`src/rtl/sommatore_seriale_pkg.sv`:
```
// Shared types for the bit-serial adder: FSM state encoding and default operand width.
package sommatore_seriale_pkg;

    localparam int N_DEF = 8;

    typedef enum logic [1:0] {
        IDLE = 2'd0,
        CALC = 2'd1,
        DONE = 2'd2
    } stato_t;

endpackage

```
`src/rtl/fulladder.sv`:
```
// Single-bit full adder, the one arithmetic stage of the serial adder.
module fulladder (
    output logic riporto,
    output logic somma,
    input  logic ripin,
    input  logic x1,
    input  logic x2
);

    assign somma   = x1 ^ x2 ^ ripin;
    assign riporto = (x1 & x2) | (ripin & (x1 ^ x2));

endmodule

```
`src/rtl/sommatore_seriale.sv`:
```
// Bit-serial adder: one bit per clock through a single full adder, valid/ready on both sides.
// Optional signed-overflow output enabled by defining SOMMATORE_SERIALE_OVERFLOW_EN.
module sommatore_seriale
    import sommatore_seriale_pkg::*;
#(
    parameter int N = N_DEF
) (
    input  logic         clock,
    input  logic         reset,
    input  logic         in_valid,
    output logic         in_ready,
    input  logic [N-1:0] a,
    input  logic [N-1:0] b,
    input  logic         ripin,
    output logic         out_valid,
    input  logic         out_ready,
    output logic [N-1:0] somma,
`ifdef SOMMATORE_SERIALE_OVERFLOW_EN
    output logic         overflow,
`endif
    output logic         riporto
);

    localparam int CW = $clog2(N);

    stato_t         stato, stato_nx;
    logic [N-1:0]   a_sh, b_sh, s_sh;
    logic           rip;
    logic [CW-1:0]  cnt;
    logic           fa_s, fa_c;
    logic           ultimo;

    assign ultimo = (cnt == CW'(N - 1));

    fulladder u_fa (
        .riporto (fa_c),
        .somma   (fa_s),
        .ripin   (rip),
        .x1      (a_sh[0]),
        .x2      (b_sh[0])
    );

    always_ff @(posedge clock) begin
        if (reset) stato <= IDLE;
        else       stato <= stato_nx;
    end

    always_comb begin
        stato_nx  = stato;
        in_ready  = 1'b0;
        out_valid = 1'b0;
        case (stato)
            IDLE: begin
                // Held low during reset so nothing is handshaken on a reset edge.
                in_ready = ~reset;
                if (in_valid) stato_nx = CALC;
            end
            CALC: begin
                if (ultimo) stato_nx = DONE;
            end
            DONE: begin
                out_valid = 1'b1;
                if (out_ready) stato_nx = IDLE;
            end
            default: stato_nx = IDLE;
        endcase
    end

    always_ff @(posedge clock) begin
        if (reset) begin
            a_sh <= '0;
            b_sh <= '0;
            s_sh <= '0;
            rip  <= 1'b0;
            cnt  <= '0;
        end else begin
            case (stato)
                IDLE: begin
                    if (in_valid) begin
                        a_sh <= a;
                        b_sh <= b;
                        rip  <= ripin;
                        cnt  <= '0;
                    end
                end
                CALC: begin
                    a_sh <= a_sh >> 1;
                    b_sh <= b_sh >> 1;
                    s_sh <= {fa_s, s_sh[N-1:1]};
                    rip  <= fa_c;
                    cnt  <= cnt + CW'(1);
                end
                default: ;
            endcase
        end
    end

    // After the last bit the carry register holds the MSB carry-out.
    assign somma   = s_sh;
    assign riporto = rip;

`ifdef SOMMATORE_SERIALE_OVERFLOW_EN
    logic ov_r;

    // Carry into the MSB is rip on the final bit; carry out is fa_c.
    always_ff @(posedge clock) begin
        if (reset)                       ov_r <= 1'b0;
        else if (stato == CALC && ultimo) ov_r <= rip ^ fa_c;
    end

    assign overflow = ov_r;
`endif

endmodule
```
`config.mk`:
```
export PLATFORM = sky130hd
export DESIGN_NAME = sommatore_seriale
export DESIGN_NICKNAME = d
export VERILOG_FILES = /design/src/rtl/sommatore_seriale_pkg.sv /design/src/rtl/fulladder.sv /design/src/rtl/sommatore_seriale.sv
export SDC_FILE = /design/constraint.sdc
export NUM_CORES = 1
export LEC_CHECK = 0
export ABC_AREA = 1
export ABC_CLOCK_PERIOD_IN_PS = 1500
export BUFFER_PORTS_ARGS = -buffer_cell sky130_fd_sc_hd__buf_2
export CAP_MARGIN = 10
export CORE_MARGIN = 3
export CORE_UTILIZATION = 53
export DETAILED_ROUTE_END_ITERATION = 6
export PLACE_DENSITY = 0.75
export SLEW_MARGIN = 20
export SYNTH_ARGS = -nofsm -noshare
export SYNTH_HDL_FRONTEND = slang
export SYNTH_HIERARCHICAL = 1
export SYNTH_SLANG_ARGS = --single-unit
export TNS_END_PERCENT = 10
```
`constraint.sdc`:
```
create_clock -name clock -period 1.5 [get_ports clock]
set_clock_uncertainty 0.1 [all_clocks]
set_input_delay 0.15 -clock clock [delete_from_list [all_inputs] [get_ports clock]]
set_output_delay 0.15 -clock clock [all_outputs]
set_load 0.01 [all_outputs]
```
==> metrics.yaml <==
maxCapViolCount: 0
synth_nets: 245
power.leakage_uw: 0.000927
area_delta_synth_final_pct: 17.9
status: "finished, final reports clean"
slew_violations: 0
fin_util: 0.680
vias_per_cell: 4.58
final_nets: 283
clkSinkCount: 30
drt_first_pass_iters: 4
track_usage: 0.180
yosysTopAreaCellShare: 0.409
syn_avg_cell_area_um2: 6.65
dp_slack_ns: 0.210
setup_ws_ns: 0.0654
ys_seq_elements: 30
wl_mm: 2.76
synth_area_um2: 1470
arrival_ns: 1.18
overflow: 0
power_density_nw_per_um2: 988
die_y_um: 58.6
initial_core_util: 0.577
r2r_end: "a_sh[0]"
dieWidth_um: 58.6
fp.coreArea_um2: 2540
reg2reg_depth: 5
htree_levels: 2
layout_commonest_cell: "nand2_1"
reg2reg_from: "stato[0]"
cpPeakStageDelay_ns: 0.54
critPathLaunchType: "input port"
synth_cell_type_count: 16
regArea_um2: 601
diodes: 0
cp-end-kind: "output port"
hold_slack_ns: 0.0247
fillCellCount: 259
rsz0062_at_grt: "no"
multi_input_area_um2: 636
cp-startpoint: "reset"
post_cts.repair.setup_buffers: 0
yosys_warnings: 6
yosysTopAreaCell: "dfxtp_1"
max_clock_freq_mhz: 697
cts.hold.buffers_added: 4
grt_pass1_vias: 1153
cp-endpoint: "in_ready"
drt_iter0_markers: 38
final_cell_mix: "nand2_1 (66), inv_1 (37), nor2_1 (36), buf_2 (31), dfxtp_1 (30)"
gp_routability_congestion: 0.725
synth-seq-area-share: 0.409
crit_chain: "dlygate4sd3_1 > buf_2 > nor3_1 > buf_2"
finalSetupTns_ns: 0
numPortBuffers: 31
cts_made_buffers: 5
insertion_delay_ns: 0.33
antenna_found_initial: 0
crit_path_top_delay_cell: "dlygate4sd3_1"
die_area_um2: 3440
peakVddDrop_mv: 0.923
netlist_instances: 221
cts_tree: "built"
post-route-period-util: 0.956
crit_type: "input port to output port"
clkSlewWorstSetupHoldPaths_ns: 0.09
detail_route.wl_per_cell_um: 9.52
remaining_drc_errors: 0
clockBufferDepth: 2
min_period_ns: 1.43
vias: 1328
hp-class: "input port to flip-flop"
ant_nets: 0
relSlewSlack: 0.811
synthTopCellsByArea: "dfxtp_1 (41%), nand2_1 (17%), inv_1 (9.5%)"
root_buffer: "clkbuf_4"
ios: 32
grt_pass1_wl_mm: 4.72
dp_hpwl_mm: 1.82
drive_gt1_frac: 0.192
cpMostUsedCell: "buf_2"
worstPathRequired_ns: 1.25
cts.repair.resized: 0
r2r_slack_ns: 0.21
finalHoldViolCount: 0
finalSetupViolCount: 0
cp_max_fo: 7
rows: 18
worst_pin_slew_ns: 0.282
grt_max_degree: 31
-- per-stage QoR --
stage	area [um2]	power, uW	cells
after CTS	1720	1730	289
after detailed placement	1620	1220	277
final	1730	1710	290
after floorplan	1470	1140	221
after global routing	1730	1830	290
after global placement	1620	1220	277
-- power by group --
| group | switching, uW | leakage, uW | internal [uW] | total (uW) |
|---|---|---|---|---|
| clock | 275 | 0.0000353 | 227 | 502 |
| sequential | 32.7 | 0.000248 | 861 | 893 |
| combinational | 180 | 0.000643 | 136 | 316 |
-- state kept, by name (all words and copies together) (netlist names) --
| register | flops |
|---|---|
| riporto | 1 |
| somma | 8 |
| b_sh | 8 |
| a_sh | 8 |
| cnt | 3 |
| stato | 2 |
-- worst max-delay path: cells and delay by family --
kind	cells	cell delay, ns
buffers and inverters	3	0.87
and+or+nand+nor	1	0.16
-- area by class of cell --
cell class                 instances  share of cell area
sequential                        30               0.347
multi-input combinational        143               0.367
clock inverter                     1             0.00289
clock buffer                       7              0.0318
timing repair buffer              41               0.147
inverter                          38              0.0824
tap                               30              0.0217
-- Yosys cell counts --
cell type and n:
a21oi_1 20, inv_1 37, nand2_2 5, buf_6 6, nor3_1 1, nor2_1 36, nand3_1 2, o21ai_0 9
o21ai_4 1, fa_1 1, nand2_1 66, inv_2 1, ha_1 2, buf_4 1, dfxtp_1 30, buf_2 3
-- logic make-up after synthesis --
family / after synthesis / share of synthesized area
AND/OR/NAND/NOR: 110 / 0.292
buffers and inverters: 48 / 0.158
AO/OA/AOI/OAI: 30 / 0.110
flip-flops: 30 / 0.409
adder cells (fa/ha/maj): 3 / 0.0307
-- routing by layer --
layer / vias up / share of wire / wire length [um] / global-route usage
met5: - / 0 / 0 / 0
met4: 0 / 0.022 / 61 / 0.0971
met3: 8 / 0.053 / 147 / 0.0592
met2: 28 / 0.45 / 1230 / 0.292
met1: 566 / 0.48 / 1320 / 0.209
li1: 726 / - / - / -
-- how the worst min path moves through the flow --
stage	from	to	slack, ns	cells past startpoint
detailed placement	reset	stato[1]	0.31	2
global placement	out_ready	stato[1]	0.31	4
global route	ripin	riporto	0.02	5
finish	ripin	riporto	0.02	5
floorplan	reset	a_sh[7]	0.12	1
CTS	in_valid	a_sh[7]	0.005	3
Note: power is estimated with default switching activity, not from simulation.
